`config.mk`:
```
export PLATFORM = sky130hd
export DESIGN_NAME = mem_arbiter_flat
export DESIGN_NICKNAME = d
export VERILOG_FILES = /design/src/rtl/mem_arbiter_if.sv /design/src/rtl/mem_arbiter.sv /design/src/flat_wrapper.sv
export SDC_FILE = /design/constraint.sdc
export NUM_CORES = 1
export LEC_CHECK = 0
export ABC_AREA = 1
export CAP_MARGIN = 5
export CORE_AREA = 8 8 97 99
export CTS_CLUSTER_DIAMETER = 80
export DETAILED_ROUTE_END_ITERATION = 10
export DIE_AREA = 0 0 105 107
export PLACE_DENSITY = 0.77
export SYNTH_ARGS = -nofsm -noshare
export SYNTH_HDL_FRONTEND = slang
export SYNTH_SLANG_ARGS = --single-unit
```
`constraint.sdc`:
```
create_clock -name CLK -period 1.5 [get_ports CLK]
set_input_delay 0.3 -clock CLK [delete_from_list [all_inputs] [get_ports CLK]]
set_output_delay 0.3 -clock CLK [all_outputs]
set_load 0.02 [all_outputs]
```
`src/rtl/mem_arbiter_if.sv`:
```
// mem_arbiter_if: groups the icache, dcache and RAM signals seen by mem_arbiter.
// slave  - the arbiter's view (requests and RAM status in, RAM strobes and waits out).
// master - the caches' and RAM's view of the same wires.
interface mem_arbiter_if;
  // icache side
  logic        iREN;
  logic [31:0] iaddr;
  logic [31:0] iload;
  logic        iwait;
  // dcache side
  logic        dREN;
  logic        dWEN;
  logic [31:0] daddr;
  logic [31:0] dstore;
  logic [31:0] dload;
  logic        dwait;
  // RAM side
  logic        ramREN;
  logic        ramWEN;
  logic [31:0] ramaddr;
  logic [31:0] ramstore;
  logic [31:0] ramload;
  logic [1:0]  ramstate;

  modport slave (
    input  iREN, iaddr, dREN, dWEN, daddr, dstore, ramload, ramstate,
    output iload, iwait, dload, dwait, ramREN, ramWEN, ramaddr, ramstore
  );

  modport master (
    output iREN, iaddr, dREN, dWEN, daddr, dstore, ramload, ramstate,
    input  iload, iwait, dload, dwait, ramREN, ramWEN, ramaddr, ramstore
  );
endinterface

```
`src/rtl/mem_arbiter.sv`:
```
// mem_arbiter: shares one RAM port between the icache and the dcache.
// The owner keeps the RAM for as long as its request stays high, so dcache
// block transfers and writebacks are never interleaved with icache reads.
// On release the other requester is granted directly (no idle cycle).
// Optional feature: define ARB_ROUND_ROBIN_EN to break simultaneous-request
// ties in favour of the requester that was not served last; otherwise the
// dcache always wins a tie.
module mem_arbiter (
  input  logic          CLK,
  input  logic          nRST,
  mem_arbiter_if.slave  bus
);

  localparam logic [1:0] RAM_ACCESS = 2'd2;

  typedef enum logic [1:0] {
    OWN_NONE = 2'd0,
    OWN_D    = 2'd1,
    OWN_I    = 2'd2
  } owner_t;

  owner_t owner_q, owner_d;
  logic   last_q, last_d;   // 1 = dcache was granted most recently
  logic   dreq;
  logic   access;
  logic   d_wins_tie;

  assign dreq   = bus.dREN | bus.dWEN;
  assign access = (bus.ramstate == RAM_ACCESS);

`ifdef ARB_ROUND_ROBIN_EN
  assign d_wins_tie = ~last_q;
`else
  assign d_wins_tie = 1'b1;
`endif

  // Owner and last-served registers; reset drops any transfer in flight.
  always_ff @(posedge CLK or negedge nRST) begin
    if (!nRST) begin
      owner_q <= OWN_NONE;
      last_q  <= 1'b0;
    end else begin
      owner_q <= owner_d;
      last_q  <= last_d;
    end
  end

  // Next owner: hold while the owner requests, hand over directly on release.
  always_comb begin
    owner_d = owner_q;
    last_d  = last_q;
    unique case (owner_q)
      OWN_D: begin
        if (!dreq) owner_d = bus.iREN ? OWN_I : OWN_NONE;
      end
      OWN_I: begin
        if (!bus.iREN) owner_d = dreq ? OWN_D : OWN_NONE;
      end
      default: begin
        if (dreq && (!bus.iREN || d_wins_tie)) owner_d = OWN_D;
        else if (bus.iREN)                    owner_d = OWN_I;
        else                                  owner_d = OWN_NONE;
      end
    endcase
    if (owner_d == OWN_D)      last_d = 1'b1;
    else if (owner_d == OWN_I) last_d = 1'b0;
  end

  // RAM strobes and cache waits follow the current owner; ERROR just stalls.
  always_comb begin
    bus.ramREN   = 1'b0;
    bus.ramWEN   = 1'b0;
    bus.ramaddr  = '0;
    bus.ramstore = '0;
    bus.iwait    = 1'b1;
    bus.dwait    = 1'b1;
    unique case (owner_q)
      OWN_D: begin
        bus.ramWEN   = bus.dWEN;
        bus.ramREN   = bus.dREN & ~bus.dWEN;
        bus.ramaddr  = bus.daddr;
        bus.ramstore = bus.dstore;
        bus.dwait    = ~access;
      end
      OWN_I: begin
        bus.ramREN   = bus.iREN;
        bus.ramaddr  = bus.iaddr;
        bus.iwait    = ~access;
      end
      default: begin
      end
    endcase
  end

  assign bus.iload = bus.ramload;
  assign bus.dload = bus.ramload;

endmodule
```
`src/flat_wrapper.sv`:
```
// flat-port wrapper written by rule: the top's interface ports become plain ports
module mem_arbiter_flat 
  (CLK, nRST, bus_iREN, bus_iaddr, bus_dREN, bus_dWEN, bus_daddr, bus_dstore, bus_ramload, bus_ramstate, bus_iload, bus_iwait, bus_dload, bus_dwait, bus_ramREN, bus_ramWEN, bus_ramaddr, bus_ramstore);
  mem_arbiter_if bus_i ();
  input  logic CLK;
  input  logic nRST;
  input wire logic [$bits(bus_i.iREN)-1:0] bus_iREN;
  input wire logic [$bits(bus_i.iaddr)-1:0] bus_iaddr;
  input wire logic [$bits(bus_i.dREN)-1:0] bus_dREN;
  input wire logic [$bits(bus_i.dWEN)-1:0] bus_dWEN;
  input wire logic [$bits(bus_i.daddr)-1:0] bus_daddr;
  input wire logic [$bits(bus_i.dstore)-1:0] bus_dstore;
  input wire logic [$bits(bus_i.ramload)-1:0] bus_ramload;
  input wire logic [$bits(bus_i.ramstate)-1:0] bus_ramstate;
  output wire logic [$bits(bus_i.iload)-1:0] bus_iload;
  output wire logic [$bits(bus_i.iwait)-1:0] bus_iwait;
  output wire logic [$bits(bus_i.dload)-1:0] bus_dload;
  output wire logic [$bits(bus_i.dwait)-1:0] bus_dwait;
  output wire logic [$bits(bus_i.ramREN)-1:0] bus_ramREN;
  output wire logic [$bits(bus_i.ramWEN)-1:0] bus_ramWEN;
  output wire logic [$bits(bus_i.ramaddr)-1:0] bus_ramaddr;
  output wire logic [$bits(bus_i.ramstore)-1:0] bus_ramstore;
  assign bus_i.iREN = bus_iREN;
  assign bus_i.iaddr = bus_iaddr;
  assign bus_i.dREN = bus_dREN;
  assign bus_i.dWEN = bus_dWEN;
  assign bus_i.daddr = bus_daddr;
  assign bus_i.dstore = bus_dstore;
  assign bus_i.ramload = bus_ramload;
  assign bus_i.ramstate = bus_ramstate;
  assign bus_iload = bus_i.iload;
  assign bus_iwait = bus_i.iwait;
  assign bus_dload = bus_i.dload;
  assign bus_dwait = bus_i.dwait;
  assign bus_ramREN = bus_i.ramREN;
  assign bus_ramWEN = bus_i.ramWEN;
  assign bus_ramaddr = bus_i.ramaddr;
  assign bus_ramstore = bus_i.ramstore;
  mem_arbiter u_core (.CLK(CLK), .nRST(nRST), .bus(bus_i));
endmodule
```
==> results.py <==
metrics = {
    "cells_and_area": {
        "design_area_um2": 4230,
        "final_layout_size_suffix_gt1_share_pct": 55.0,
        "final.fill_count": 713,
        "top_flop_regs": "u_core.owner_q (2)",
        "largest_register_ff_count": 2,
        "multi_input_gate_area_in_the_final_layout_um2": 1310,
        "regArea_um2": 51.3,
        "n_antenna_cell": 0,
        "largest_register": "u_core.owner_q",
        "final_core_util_pct": 53.3,
        "areaGrowthSynthToFinish_pct": 196,
        "layout.nets": 554,
    },
    "yosys": {
        "syn_area_um2": 1430,
        "post_synthesis_cell_count": 273,
        "yosys_register_bits": 2,
        "synth_seq_area_share_pct": 3.50,
        "ys_warns": 0,
        "net_count_after_synthesis": 412,
        "synth_cell_types": 11,
        "synthesis.area_per_instance_um2": 5.23,
    },
    "timing": {
        "max_freq_ghz": 0.532,
        "finalCriticalPeriod_ns": 1.88,
        "rsz0062_at_grt": "yes",
        "slew_headroom_pct": 80.3,
        "final.period_utilization_pct": 125,
        "final-hold-violation-count": 0,
        "timing_worst_slew_pin_value_ns": 0.294,
        "count_of_final_setup_violators": 67,
        "maxSlewViolCount": 0,
        "setup_ws_ns": -0.381,
        "worst_clock_skew_ns": 0.00615,
    },
    "clock_tree": {
        "postCtsHoldBufs": 0,
        "cts.clk_slew.worst_paths_ns": 0.03,
        "cts-buffers-inserted": 3,
        "maximum_root_to_sink_buffer_count": 2,
        "master_cell_of_the_clock_root_buffer": "clkbuf_8",
        "tritoncts": "done",
        "number_of_levels_the_h_tree_was_split_into": 1,
        "clk-insertion-delay-late_ns": 0.22,
        "clock_sink_count": 2,
    },
    "power": {
        "switching_power_uw": 4270,
        "static_leakage_uw": 0.00191,
        "pwr-share-seq_pct": 1.4,
        "ir_drop_mv": 1.06,
        "p_per_area_nw_per_um2": 2170,
        "switching_share_pct": 46.5,
        "power_report.internal_total_uw": 4910,
        "share_comb_of_total_power_pct": 96.2,
        "clock_power_share_pct": 2.5,
    },
    "drt": {
        "drtIter0Drc": 59,
        "wire_per_inst_um": 17.9,
        "postRouteAntennaNets": 0,
        "vias_per_cell": 4.14,
        "postRouteWirelength_mm": 9.26,
        "drt_first_pass_iters": 4,
        "routed-via-count": 2147,
        "residual_drc_count": 0,
    },
    "grt": {
        "grt_max_degree": 17,
        "via_count_of_the_first_global_routing_pass": 2471,
        "grt_overflow": 0,
        "number_of_antenna_violations_at_the_first_check_in_global_routing": 0,
        "global_route.usage.total_pct": 15.4,
        "first_pass_grt_wire_length_mm": 13.8,
    },
    "run_status": {
        "outcome": "complete, but fails checks",
        "violations_in_the_final_reports": "negative setup slack",
    },
    "die": {
        "core-area_um2": 7930,
        "die-width_um": 105,
        "top_level_ports": 267,
        "fp.dieH_um": 107,
        "floorplan.die_area_um2": 11200,
        "effective_utilization_at_floorplan_pct": 18.0,
        "row_count": 33,
    },
    "place": {
        "dp.final_hpwl_mm": 6.25,
        "place_worst_setup_slack_ns": -0.656,
        "placed_area_um2": 3190,
        "finalWeightedCongestion": 0.814,
        "count_of_input_and_output_buffers": 170,
    },
    "critical_path": {
        "cp-start-kind": "flip-flop",
        "critical_path.endpoint_type": "output pin",
        "crit_type": "reg -> out",
        "arrival_time_worst_endpoint_ns": 1.58,
        "crit_path_max_fanout": 8,
        "worstPathRequired_ns": 1.20,
    },
    "run": {
        "cap_viol_max_count": 0,
    },
    "min_path": {
        "tightest_hold_check_type": "in -> async",
    },
}
## power groups by stage
stage                     combinational, uW  clock (uW)  sequential [uW]
after CTS                              8370         230              125
after global routing                   9270         234              129
final                                  8830         225              125
after global placement                 5150           0              101
after detailed placement               5220           0              105
after floorplan                        3320           0              102
## placed cells by master, fill, tap and decap left out, types with 3 or more instances in the layout
cell type,n
nand2_4,20
buf_8,3
nor2_1,4
buf_6,81
nand2_2,28
clkdlybuf4s50_1,102
nand2_1,58
clkbuf_8,3
buf_16,10
a21oi_4,32
buf_4,8
ha_4,4
buf_12,10
inv_2,19
inv_1,18
## metrics by stage
| step | cells | power, uW | setup TNS [ns] | hold WS, ns |
|---|---|---|---|---|
| 2_1_floorplan | 273 | 3420 | -2.15 | 0.00441 |
| 3_3_place_gp | 482 | 5250 | -32.47 | 0.473 |
| 3_5_place_dp | 482 | 5330 | -35.15 | 0.478 |
| 4_1_cts | 517 | 8720 | -19.95 | 0.244 |
| 5_1_grt | 518 | 9630 | -22.13 | 0.249 |
| 6_report | 518 | 9180 | -18.65 | 0.240 |
## layer usage
metal  global-route usage [%]  part of all wire (%)  wire (um)  up-vias
li1                         -                     -          -     1028
met1                     15.5                    34       3180      976
met2                     29.4                    55       5090      107
met3                     4.56                   7.8        725       36
met4                     5.20                   3.0        274        0
met5                        0                     0          0        -
## critical path, stage by stage (launching register included)
cell       delay [ns]
dfrtp_1          0.40
inv_2            0.09
ha_4             0.20
buf_6            0.14
clkbuf_16        0.17
nand2_2          0.08
a21oi_4          0.13
buf_6            0.13
## final timing paths
kind | startpoint | endpoint | slack [ns] | cells past startpoint
worst max-delay path | u_core.owner_q[1] | bus_ramaddr[16] | -0.38 | 7
worst min-delay path | nRST | u_core.owner_q[1] | 0.24 | 1
worst max register to register | u_core.owner_q[1] | u_core.owner_q[0] | 0.03 | 8
worst min register to register | u_core.owner_q[0] | u_core.owner_q[0] | 0.60 | 2
max in group asynchronous | nRST | u_core.owner_q[0] | 1.12 | 1
min in group CLK | bus_ramload[4] | bus_dload[4] | 0.60 | 0
## timing repair
action | CTS | global route
pin swaps | 6 | 14
resized for setup | 488 | 53
setup endpoints to repair | 70 | 69
cloned | 10 | 1
setup buffers | 22 | 2
## synthesized netlist by cell type
master | number | area share [%]
ha_1 | 4 | 3.5
buf_4 | 71 | 37
dfrtp_1 | 2 | 3.5
nor2_1 | 6 | 1.6
nand2_1 | 106 | 28
nand3_1 | 3 | 1.1
a21oi_1 | 33 | 12
inv_1 | 38 | 10
buf_2 | 8 | 2.8
o21ai_0 | 1 | 0.35
nand3b_1 | 1 | 0.53
## final cells by class
class	count	share of cell area, %
Clock buffer	3	0.977
Inverter	38	3.43
Multi-Input combinational cell	154	31.1
Sequential cell	2	1.21
Tap cell	105	3.11
Timing Repair Buffer	216	60.2
## kinds of logic after synthesis
kind of cell / Yosys count / share of synthesized area, %
AOI/OAI and AO/OA: 34 / 11.9
DFF: 2 / 3.50
adders and majority gates: 4 / 3.50
and+or+nand+nor: 116 / 31.0
buffers and inverters: 117 / 50.1
(Power assumes the default switching activity.)
